$ cat src/rtl/jtag_pkg.sv
// ----------------------------------------------------------------------------
// jtag_pkg
// Shared definitions for the JTAG TAP controller:
//   tap_state_t  - 16 TAP states, 4-bit, in 1149.1 encoding order
//   OP_*         - default instruction opcodes (4-bit)
//   IR_CAPTURE   - low bits loaded into the IR shift register in CAPTURE_IR
// ----------------------------------------------------------------------------
package jtag_pkg;

    typedef enum logic [3:0] {
        TLR      = 4'd0,
        RTI      = 4'd1,
        SEL_DR   = 4'd2,
        CAP_DR   = 4'd3,
        SH_DR    = 4'd4,
        EX1_DR   = 4'd5,
        PAUSE_DR = 4'd6,
        EX2_DR   = 4'd7,
        UPD_DR   = 4'd8,
        SEL_IR   = 4'd9,
        CAP_IR   = 4'd10,
        SH_IR    = 4'd11,
        EX1_IR   = 4'd12,
        PAUSE_IR = 4'd13,
        EX2_IR   = 4'd14,
        UPD_IR   = 4'd15
    } tap_state_t;

    localparam logic [3:0] OP_EXTEST = 4'h0;
    localparam logic [3:0] OP_SAMPLE = 4'h1;
    localparam logic [3:0] OP_IDCODE = 4'h2;
    localparam logic [3:0] OP_BYPASS = 4'hF;

    // The two mandatory capture bits; upper IR bits capture as zero.
    localparam logic [1:0] IR_CAPTURE = 2'b01;

endpackage

$ cat src/rtl/jtag_tap_fsm.sv
// ----------------------------------------------------------------------------
// jtag_tap_fsm
// 16-state IEEE 1149.1 TAP state machine. State register and next-state
// logic only; all decoding is done by the parent.
// Ports:
//   i_tck    in   test clock, state advances on posedge
//   i_rst    in   async active-high reset, forces TEST_LOGIC_RESET
//   i_tms    in   test mode select
//   o_state  out  current TAP state (registered)
// ----------------------------------------------------------------------------
module jtag_tap_fsm
    import jtag_pkg::*;
(
    input  logic       i_tck,
    input  logic       i_rst,
    input  logic       i_tms,
    output tap_state_t o_state
);

    tap_state_t r_state;
    tap_state_t w_state_next;

    // TAP state register
    always_ff @(posedge i_tck or posedge i_rst) begin
        if (i_rst) begin
            r_state <= TLR;
        end else begin
            r_state <= w_state_next;
        end
    end

    // TAP next-state function; five tms=1 cycles reach TLR from anywhere
    always_comb begin
        w_state_next = r_state;
        case (r_state)
            TLR:      w_state_next = i_tms ? TLR      : RTI;
            RTI:      w_state_next = i_tms ? SEL_DR   : RTI;
            SEL_DR:   w_state_next = i_tms ? SEL_IR   : CAP_DR;
            CAP_DR:   w_state_next = i_tms ? EX1_DR   : SH_DR;
            SH_DR:    w_state_next = i_tms ? EX1_DR   : SH_DR;
            EX1_DR:   w_state_next = i_tms ? UPD_DR   : PAUSE_DR;
            PAUSE_DR: w_state_next = i_tms ? EX2_DR   : PAUSE_DR;
            EX2_DR:   w_state_next = i_tms ? UPD_DR   : SH_DR;
            UPD_DR:   w_state_next = i_tms ? SEL_DR   : RTI;
            SEL_IR:   w_state_next = i_tms ? TLR      : CAP_IR;
            CAP_IR:   w_state_next = i_tms ? EX1_IR   : SH_IR;
            SH_IR:    w_state_next = i_tms ? EX1_IR   : SH_IR;
            EX1_IR:   w_state_next = i_tms ? UPD_IR   : PAUSE_IR;
            PAUSE_IR: w_state_next = i_tms ? EX2_IR   : PAUSE_IR;
            EX2_IR:   w_state_next = i_tms ? UPD_IR   : SH_IR;
            UPD_IR:   w_state_next = i_tms ? SEL_DR   : RTI;
            default:  w_state_next = TLR;
        endcase
    end

    assign o_state = r_state;

endmodule

$ cat src/rtl/jtag_tap_ctrl.sv
// ----------------------------------------------------------------------------
// jtag_tap_ctrl
// IEEE 1149.1 TAP controller and instruction decoder driving the
// boundary-scan chain. Holds the instruction register, the BYPASS and IDCODE
// data registers, the negedge-registered chain controls and the TDO mux.
// Ports:
//   tck            in   test clock (only clock)
//   reset          in   async active-high reset (TRST | POR)
//   tms            in   test mode select, sampled on posedge tck
//   tdi            in   test data in
//   tdo            out  test data out, registered on negedge tck
//   tdo_en         out  high while in SHIFT_DR / SHIFT_IR
//   bsr_tdo        in   serial output of the last boundary-scan cell
//   bsr_shift_dr   out  shiftDR to all cells
//   bsr_clk_en     out  enable for the gated clkDR
//   bsr_update_dr  out  updateDR to all cells
//   bsr_mode       out  mode to all cells (EXTEST)
//   bsr_enable     out  enableIn/enableOut to all cells
//   tap_state      out  current TAP state for debug
// ----------------------------------------------------------------------------
module jtag_tap_ctrl #(
    parameter int unsigned          IR_WIDTH  = 4,
    parameter logic [31:0]          IDCODE    = 32'h1000_05FF,
    parameter logic [IR_WIDTH-1:0]  OP_EXTEST = IR_WIDTH'(jtag_pkg::OP_EXTEST),
    parameter logic [IR_WIDTH-1:0]  OP_SAMPLE = IR_WIDTH'(jtag_pkg::OP_SAMPLE),
    parameter logic [IR_WIDTH-1:0]  OP_IDCODE = IR_WIDTH'(jtag_pkg::OP_IDCODE)
) (
    input  logic       tck,
    input  logic       reset,
    input  logic       tms,
    input  logic       tdi,
    output logic       tdo,
    output logic       tdo_en,
    input  logic       bsr_tdo,
    output logic       bsr_shift_dr,
    output logic       bsr_clk_en,
    output logic       bsr_update_dr,
    output logic       bsr_mode,
    output logic       bsr_enable,
    output logic [3:0] tap_state
);

    import jtag_pkg::*;

    localparam logic [IR_WIDTH-1:0] IR_CAP_VAL = IR_WIDTH'(IR_CAPTURE);

    tap_state_t          w_state;

    logic [IR_WIDTH-1:0] r_ir_shift;
    logic [IR_WIDTH-1:0] r_ir;
    logic                r_bypass;
    logic [31:0]         r_idcode;

    logic [IR_WIDTH-1:0] w_ir_next;
    logic                w_bsr_sel;
    logic                w_dr_out;
    logic                w_tdo_next;
    logic                w_tdo_en_next;
    logic                w_shift_next;
    logic                w_clk_en_next;
    logic                w_update_next;
    logic                w_mode_next;
    logic                w_enable_next;

    logic                r_tdo;
    logic                r_tdo_en;
    logic                r_shift;
    logic                r_clk_en;
    logic                r_update;
    logic                r_mode;
    logic                r_enable;

    jtag_tap_fsm u_fsm (
        .i_tck   (tck),
        .i_rst   (reset),
        .i_tms   (tms),
        .o_state (w_state)
    );

    // IR shift register: capture fixed pattern, then shift tdi in at the MSB
    always_ff @(posedge tck or posedge reset) begin
        if (reset) begin
            r_ir_shift <= {IR_WIDTH{1'b0}};
        end else if (w_state == CAP_IR) begin
            r_ir_shift <= IR_CAP_VAL;
        end else if (w_state == SH_IR) begin
            r_ir_shift <= {tdi, r_ir_shift[IR_WIDTH-1:1]};
        end else begin
            r_ir_shift <= r_ir_shift;
        end
    end

    // BYPASS bit: captures 0, then acts as a one-stage delay of tdi
    always_ff @(posedge tck or posedge reset) begin
        if (reset) begin
            r_bypass <= 1'b0;
        end else if (w_state == CAP_DR) begin
            r_bypass <= 1'b0;
        end else if (w_state == SH_DR) begin
            r_bypass <= tdi;
        end else begin
            r_bypass <= r_bypass;
        end
    end

    // IDCODE shift register: captures the ID, shifts right with tdi at bit 31
    always_ff @(posedge tck or posedge reset) begin
        if (reset) begin
            r_idcode <= 32'h0000_0000;
        end else if (w_state == CAP_DR) begin
            r_idcode <= IDCODE;
        end else if (w_state == SH_DR) begin
            r_idcode <= {tdi, r_idcode[31:1]};
        end else begin
            r_idcode <= r_idcode;
        end
    end

    // Next IR value, instruction decode and next values of all negedge outputs.
    // Decode uses the IR value being latched on this same negedge so that
    // bsr_mode switches together with the IR at UPDATE_IR.
    always_comb begin
        w_ir_next     = r_ir;
        w_bsr_sel     = 1'b0;
        w_dr_out      = r_bypass;
        w_tdo_next    = 1'b0;
        w_tdo_en_next = 1'b0;

        if (w_state == TLR) begin
            w_ir_next = OP_IDCODE;
        end else if (w_state == UPD_IR) begin
            w_ir_next = r_ir_shift;
        end else begin
            w_ir_next = r_ir;
        end

        if ((w_ir_next == OP_EXTEST) || (w_ir_next == OP_SAMPLE)) begin
            w_bsr_sel = 1'b1;
        end else begin
            w_bsr_sel = 1'b0;
        end

        // Undefined opcodes fall through to BYPASS
        if ((r_ir == OP_EXTEST) || (r_ir == OP_SAMPLE)) begin
            w_dr_out = bsr_tdo;
        end else if (r_ir == OP_IDCODE) begin
            w_dr_out = r_idcode[0];
        end else begin
            w_dr_out = r_bypass;
        end

        case (w_state)
            SH_IR: begin
                w_tdo_next    = r_ir_shift[0];
                w_tdo_en_next = 1'b1;
            end
            SH_DR: begin
                w_tdo_next    = w_dr_out;
                w_tdo_en_next = 1'b1;
            end
            default: begin
                w_tdo_next    = 1'b0;
                w_tdo_en_next = 1'b0;
            end
        endcase

        w_shift_next  = (w_state == SH_DR) && w_bsr_sel;
        w_clk_en_next = ((w_state == CAP_DR) || (w_state == SH_DR)) && w_bsr_sel;
        w_update_next = (w_state == UPD_DR) && w_bsr_sel;
        w_mode_next   = (w_ir_next == OP_EXTEST);
        w_enable_next = (w_state != TLR);
    end

    // Instruction register: reloads IDCODE in TLR, latches new opcode in UPD_IR
    always_ff @(negedge tck or posedge reset) begin
        if (reset) begin
            r_ir <= OP_IDCODE;
        end else begin
            r_ir <= w_ir_next;
        end
    end

    // Negedge output register: every control is stable over the next high phase
    always_ff @(negedge tck or posedge reset) begin
        if (reset) begin
            r_tdo    <= 1'b0;
            r_tdo_en <= 1'b0;
            r_shift  <= 1'b0;
            r_clk_en <= 1'b0;
            r_update <= 1'b0;
            r_mode   <= 1'b0;
            r_enable <= 1'b0;
        end else begin
            r_tdo    <= w_tdo_next;
            r_tdo_en <= w_tdo_en_next;
            r_shift  <= w_shift_next;
            r_clk_en <= w_clk_en_next;
            r_update <= w_update_next;
            r_mode   <= w_mode_next;
            r_enable <= w_enable_next;
        end
    end

    assign tdo           = r_tdo;
    assign tdo_en        = r_tdo_en;
    assign bsr_shift_dr  = r_shift;
    assign bsr_clk_en    = r_clk_en;
    assign bsr_update_dr = r_update;
    assign bsr_mode      = r_mode;
    assign bsr_enable    = r_enable;
    assign tap_state     = w_state;

endmodule

$ cat config.mk
export PLATFORM = sky130hd
export DESIGN_NAME = jtag_tap_ctrl
export DESIGN_NICKNAME = d
export VERILOG_FILES = /design/src/rtl/jtag_pkg.sv /design/src/rtl/jtag_tap_fsm.sv /design/src/rtl/jtag_tap_ctrl.sv
export SDC_FILE = /design/constraint.sdc
export NUM_CORES = 1
export LEC_CHECK = 0
export CAP_MARGIN = 25
export CORE_MARGIN = 5
export CORE_UTILIZATION = 40
export DETAILED_ROUTE_END_ITERATION = 12
export DONT_BUFFER_PORTS = 1
export PLACE_DENSITY = 0.51
export SLEW_MARGIN = 25
export SYNTH_ARGS = -nofsm -noshare
export SYNTH_HDL_FRONTEND = slang
export SYNTH_SLANG_ARGS = --single-unit
$ cat constraint.sdc
create_clock -name tck -period 2.5 [get_ports tck]
set_clock_uncertainty 0.15 [all_clocks]
set_input_delay 0.5 -clock tck [delete_from_list [all_inputs] [get_ports tck]]
set_output_delay 0.5 -clock tck [all_outputs]
set_load 0.05 [all_outputs]
---- Word-level counts from Yosys, hierarchy flattened ----
Index checks and enable logic that the tools add are counted.
storage, ports and cells
  latch bits .............................. 0
  bits in read-only memories .............. 0
  input bits .............................. 5
  output and inout port bits .............. 11
  memories kept ........................... 0
  bits in registers ....................... 52
  logic and storage cells ................. 72
  bits in writable memories ............... 0
operators by class
  muxes and demuxes ....................... 26
  equality and inequality tests ........... 18
  reductions and logical operators ........ 16
  shift operators ......................... 0
  $add $sub $neg .......................... 0
  magnitude comparators ................... 0
  div/mod/pow operators ................... 0
  bitwise operators ....................... 0
  multiply operators ...................... 0
operators by type and width
  kind                number
  $mux 32             2
  $pmux 4 s12         1
  $eq 4x4->1 const B  8
  $mux 4              8
  $eq 4x3->1 const B  4
  $eq 4x1->1 const B  3
  $eq 4x2->1 const B  3
  $logic_not 4->1     3
  $mux 1              9
  $mux 2              3
  $mux 3              2
  $reduce_or 2->1     3
  $reduce_bool 2->1   2
  $reduce_bool 4->1   1
  $logic_and 1x1->1   3
  $logic_or 1x1->1    3
  $reduce_or 3->1     1
  $pmux 1 s2          1

---- Logic depth before layout (Yosys ltp) ----
Gate-level depths: netlist (run 1).
  word-level depth ........................ 7
  mapped depth ............................ 7
  gate-level depth less buffers ........... 4

---- By module ----
Synthesis (run 1) repeated with hierarchy kept, for this count alone.
unflattened totals
  cell total of the unflattened synthesis .. 245
  area total of the unflattened synthesis .. 2299.7 um^2
by module, submodules not included
  module         area each (um^2)  cells each  sequential area each (um^2)  instances
  jtag_tap_ctrl  1986.9            207         1177.4                       1
  jtag_tap_fsm   312.8             38          100.1                        1

==> metrics, run 1 <==
max_slew headroom=79.2%; Critical-path top delay cell=dfrtn_1; placer congestion estimate=0.840; Arr. time, crit path=2.15 ns; # IOs=16; Fin. Hold Viols=0; met1 usage=19.2%; die area=7190 µm²; area post-placement=2560 µm²; Routed Antenna Nets=0; Yosys reg bits=51; Ys Warns=0; Worst R2R Setup Slack=-0.30 ns; Seq. cell area=1280 µm²; RR Endpoint=bsr_update_dr; Synth Net Count=225; number of port buffers=0; DP HPWL=3.22 mm; layout cell share with drive strength beyond 1=29.2%; Clk Tree Root Cell=clkbuf_8; leading cell type in the layout, fill and taps excluded=nand2_1; largest cells by area after synthesis=dfrtp_1, dfrtn_1, nand2_1; Peak VDD IR=0.593 mV; crit path cell chain=buf_12; count of filler cells inserted in the layout=502; global routing met2 resource utilization=21.7%; die span in x=84.8 µm; sequential fraction of the synthesis area=57.1%; # hold bufs at CTS=0; startpoint class of the critical path=flip-flop; Power Density=1280 nW/µm²; crit-path max FO=1; vias in the first global route=1,673; Final #Nets=254; drt pass-1 iters=4; worst r2r src=u_fsm.o_state[3]; kind of critical path=reg2out; sinks on the clock net=51; library cells used by synthesis=38; CTS clk-pin slew, worst paths=0.09 ns; final WL=4.74 mm; Layout area overhead=27.1%; DR vias/cell=5.37; grt peak-use layer=met2; number of flops mapped to enable cells by yosys=0; mean area per synthesized cell=10.2 µm²; Vert. Die Dim=84.8 µm; Max-Cap Viols=0; Final Slew Violations=0; Crit path max-delay family=flip-flops; DRC violations left=0; Wirelength per Cell=14.7 µm; CTS buffer count=5; M3 GR Usage=3.53%; final core utilization=52.0%; Yosys top cell by area=dfrtp_1; CTS tree=done; worst setup margin=-0.304 ns; Clk Latency, worst-skew pair=0.35 ns; cells after synthesis=220; starting density of the core=40.9%; core area=5470 µm²; Power, Total=3.65 mW; Critical Path Max Stage Delay=0.45 ns; Worst-Margin Slew=0.311 ns; n_diodes=0; worst hold path class=in2async; Design Area, Final=2850 µm²; FFs w/ async S/R, synth=100%; largest net degree at the start of global routing=30; Vias=1,728; failing checks=negative setup slack; mapped cell area=2240 µm²; RSZ-0062 raised after global routing=true; Yosys top cell area share=44.7%; CP required=1.85 ns; grt ovf=0; most frequent cells in the layout=nand2_1, dfrtp_1, buf_4, a21oi_1, a22o_1; GRT Total Usage=14.1%; H-tree levels=2; CP Depth=1; first-pass GRT wire length=8.20 mm; CP Buf/Inv Count=1; ys flop type=dfrtp_1; Worst R2R Path Depth=4; row count=27; leakage power=1.28 nW; Iteration-0 DRC Markers=87; status=complete, but fails checks; pre-CTS setup slack=-0.316 ns; Finish-stage setup viols=18; Multi-input gate area=926 µm²; CTS Buffer Depth=2; type of destination of the critical path=output port; initial antenna violation count=0
==> stage by stage <==
step                hold slack [ns]  instances  TNS (ns)
floorplan                     0.300        220     -4.27
global placement              0.315        307     -1.78
detailed placement            0.328        307     -2.19
CTS                           0.110        319     -4.20
global route                  0.131        322     -4.89
finish                        0.113        322     -4.28
==> synth_stat cells (4+ instances only) <==
library cell   n
buf_4          4
buf_2          6
nor3_2         4
nand3_1       10
dfrtp_1       40
inv_1          4
dfrtn_1       10
o22a_1         4
o22ai_1        4
nor2_1        11
o21ai_0        6
nand2_1       50
a21oi_1       19
a22o_1        12
nor2b_1        4
==> kinds of logic (layout without fill, tap and decap cells) <==
group / count (synthesis) / count (layout) / share of synthesized area [%]
XOR/XNOR: 1 / 1 / 0.391
AO/OA/AOI/OAI: 57 / 57 / 17.9
AND/OR/NAND/NOR: 92 / 92 / 19.8
flip-flops: 51 / 51 / 57.1
buffers and inverters: 19 / 49 / 4.86
==> what timing repair did <==
action / CTS / global route
gates cloned: 0 / 0
endpoints found under the setup margin: 18 / 18
buffers inserted: 4 / 4
endpoints found under the hold margin: 0 / 0
resized for setup: 18 / 8
pin swaps: 12 / 7
==> where the power goes <==
group | internal, mW | switching [mW] | leakage, nW
sequential | 1.09 | 0.181 | 0.655
clock | 0.304 | 0.288 | 0.0601
combinational | 0.797 | 0.985 | 0.566
total | 2.20 | 1.45 | 1.28
==> layout make-up <==
class	instances	share of cell area (%)
sequential	51	45.1
multi-input combinational	150	32.5
timing repair buffer	37	14.5
tap	72	3.17
clock buffer	5	2.42
clock inverter	4	1.76
inverter	3	0.528
==> state kept, by name (all words and copies together) (netlist names) <==
| register | cells |
|---|---|
| bsr_clk_en | 1 |
| bsr_enable | 1 |
| bsr_mode | 1 |
| bsr_shift_dr | 1 |
| bsr_update_dr | 1 |
| r_bypass | 1 |
| r_idcode | 31 |
| r_ir | 4 |
| r_ir_shift | 4 |
| tdo | 1 |
| tdo_en | 1 |
| u_fsm.o_state | 4 |
==> how the worst max path moves through the flow <==
stage	from	slack, ns	end
2_1_floorplan	u_fsm.o_state[2]	-0.50	bsr_mode
3_3_place_gp	u_fsm.o_state[1]	-0.27	bsr_update_dr
5_1_grt	u_fsm.o_state[1]	-0.34	bsr_update_dr
4_1_cts	tdo_en	-0.31	tdo_en
3_5_place_dp	u_fsm.o_state[1]	-0.32	bsr_update_dr
6_report	tdo_en	-0.30	tdo_en
==> metal layers <==
metal,vias up,share of wire (%)
met5,-,0
met4,0,2.2
met3,12,5.3
met2,52,47
met1,851,45
li1,813,-
(Power assumes the default switching activity.)
==> inputs of run 2 (changes only) <==
--- a/config.mk
+++ b/config.mk
@@ -10,6 +10,7 @@
 export CORE_UTILIZATION = 40
 export DETAILED_ROUTE_END_ITERATION = 12
 export DONT_BUFFER_PORTS = 1
+export GPL_TIMING_DRIVEN = 0
 export PLACE_DENSITY = 0.51
 export SLEW_MARGIN = 25
 export SYNTH_ARGS = -nofsm -noshare
==> run 2 against run 1 <==
Net effect:
- the run still ends with negative setup slack left
- clock power fell by 22%
- count of clock-buffer cells in the layout did not move
- sequential share of layout area rose by 3.2 points
- hold slack got worse by 0.014 ns
- register-to-register slack got worse by 0.27 ns
- non-clock buffer count fell by 6
- sequential power rose by 15%
- critical path type is now reg2reg
==> metrics, run 2 (synthesis results as in run 1) <==
sw power=1.40 mW (-3.9%); CP required=1.24 ns (-0.61 ns); sinks on the clock net=51 (unchanged); Final Slew Violations=0 (unchanged); Reg with most FFs=r_idcode; worst setup margin=-0.574 ns (-0.271 ns); Power, Total=3.33 mW (-8.8%); die span in x=84.8 µm (unchanged); most frequent cells in the layout=nand2_1, dfrtp_1, a21oi_1, buf_4, a22o_1; Power Density=1250 nW/µm² (-2.4%); startpoint class of the critical path=flip-flop; internal power=1.93 mW (-12%); Layout area overhead=18.7%; Arr. time, crit path=1.82 ns (-0.33 ns); leakage power=1.20 nW (-6.4%); # IOs=16 (unchanged); CTS buffer count=5 (unchanged); max reg flops=31 (unchanged); Max-Cap Viols=0 (unchanged); RR Endpoint=bsr_update_dr; Vias=1,684 (-2.5%); die area=7190 µm² (unchanged); Crit path max-delay family=flip-flops; largest net degree at the start of global routing=32 (+6.7%); layout cell share with drive strength beyond 1=25.8% (-3.4 points); kind of critical path=reg2reg; area post-placement=2380 µm² (-7.0%); type of destination of the critical path=flip-flop; post-route non-filler standard cell count=316 (-1.9%); Critical-path top delay cell=dfrtp_2; pre-CTS setup slack=-0.585 ns (-0.269 ns); met1 usage=17.7% (-1.5 points); CTS tree=done; Clk Tree Root Cell=clkbuf_8; grt peak-use layer=met2; DR vias/cell=5.33 (-0.70%); placer congestion estimate=0.749 (-11%); first-pass GRT wire length=7.89 mm (-3.8%); Min Hold Slack=0.0989 ns (-0.0140 ns); Iteration-0 DRC Markers=77 (-11%); initial antenna violation count=0 (unchanged); grt ovf=0 (unchanged); row count=27 (unchanged); Peak VDD IR=0.714 mV (+21%); drt pass-1 iters=4 (unchanged); Design Area, Final=2660 µm² (-6.6%); number of port buffers=0 (unchanged); vias in the first global route=1,620 (-3.2%); n_diodes=0 (unchanged); global routing met2 resource utilization=22.3% (+0.57 points); M3 GR Usage=3.34% (-0.20 points); Clk Latency, worst-skew pair=0.35 ns (about the same); status=complete, but fails checks; failing checks=negative setup slack; H-tree levels=2 (unchanged); clock power share=13.9% (-2.3 points); core area=5470 µm² (unchanged); crit path cell chain=buf_6 > or3_4 > a21o_1 > o211ai_4 > nor3_2; Critical Path Max Stage Delay=0.53 ns (+0.08 ns); setup TNS=-7.39 ns (-3.11 ns); power share of the combinational group=42.0% (-6.8 points); starting density of the core=40.9% (unchanged); switching share of power=42.0% (+2.2 points); final WL=4.75 mm (+0.19%); worst r2r src=u_fsm.o_state[2]; max_slew headroom=67.0% (-12 points); DRC violations left=0 (unchanged); # placed instances=293 (-4.6%); Fin. Hold Viols=0 (unchanged); CP Buf/Inv Count=1 (unchanged); Worst R2R Path Depth=5 (+1); Final #Nets=248 (-2.4%); final core utilization=48.6% (-3.4 points); Worst-Margin Slew=0.494 ns (+0.183 ns); worst hold path class=in2async; Finish-stage setup viols=18 (unchanged); leading cell type in the layout, fill and taps excluded=nand2_1; DP HPWL=3.18 mm (-1.3%); CTS clk-pin slew, worst paths=0.09 ns (about the same); crit-path max FO=5 (+4); Wirelength per Cell=15.0 µm (+2.1%); RSZ-0062 raised after global routing=true; sequential share of power=44.1% (+9.2 points); Routed Antenna Nets=0 (unchanged); GRT Total Usage=13.7% (-0.40 points); Worst R2R Setup Slack=-0.57 ns (-0.27 ns); CTS Buffer Depth=2 (unchanged); Vert. Die Dim=84.8 µm (unchanged)
## run 2: cell types whose count changed in the layout (fill, tap and decap cells not counted), moves of 2 or more
cell      before  now
buf_12         9    1
buf_4         22   15
buf_2          0    3
a21oi_1       17   19
a21oi_4        3    1
buf_8          0    2
clkinv_2       0    2
## run 2: how the worst max path moves through the flow
| stage | cells past startpoint | end | startpoint |
|---|---|---|---|
| global placement | 5 | bsr_update_dr | u_fsm.o_state[3] |
| CTS | 5 | bsr_update_dr | u_fsm.o_state[2] |
| detailed placement | 5 | bsr_update_dr | u_fsm.o_state[3] |
| finish | 5 | bsr_update_dr | u_fsm.o_state[2] |
| global route | 5 | bsr_update_dr | u_fsm.o_state[2] |
| floorplan | 5 | bsr_mode | u_fsm.o_state[2] |
## run 2: final cells by class
class	instances	area, µm²
clock inverters	4	18.8
flip-flops and latches	51	1280
fillers	527	2820
repair buffers	19	173
clock buffers	5	68.8
plain buffers	12	98.8
inverters	3	15.0
well taps	72	90.1
multi-input cells	150	911
## run 2: worst reg2reg max path, stage by stage, from the launching register on
cell      delay (ns)
dfrtp_2         0.53
buf_6           0.18
or3_4           0.40
a21o_1          0.21
o211ai_4        0.12
nor3_2          0.07
## run 2: layer usage
metal | vias to the layer above | wire length [µm]
met3 | 7 | 167
met1 | 836 | 2210
met5 | - | 0
li1 | 809 | -
met2 | 32 | 2310
met4 | 0 | 64
## run 2: power by group through the flow
stage	Clock, mW	Combinational, mW	Sequential [mW]
final	0.463	1.40	1.47
after global routing	0.518	1.56	1.50
after CTS	0.483	1.31	1.46
after detailed placement	0.00501	1.14	1.47
after global placement	0.00501	1.10	1.46
after floorplan	0.00501	0.936	1.42
## run 2: repair_timing
item | CTS | global route
endpoints found under the setup margin | 18 | 18
gates resized for setup | 15 | 7
pin swaps | 3 | 5
setup buffers | 9 | 8
gates cloned | 0 | 0
hold endpoints to repair | 11 | 0
hold buffers | 1 | 0
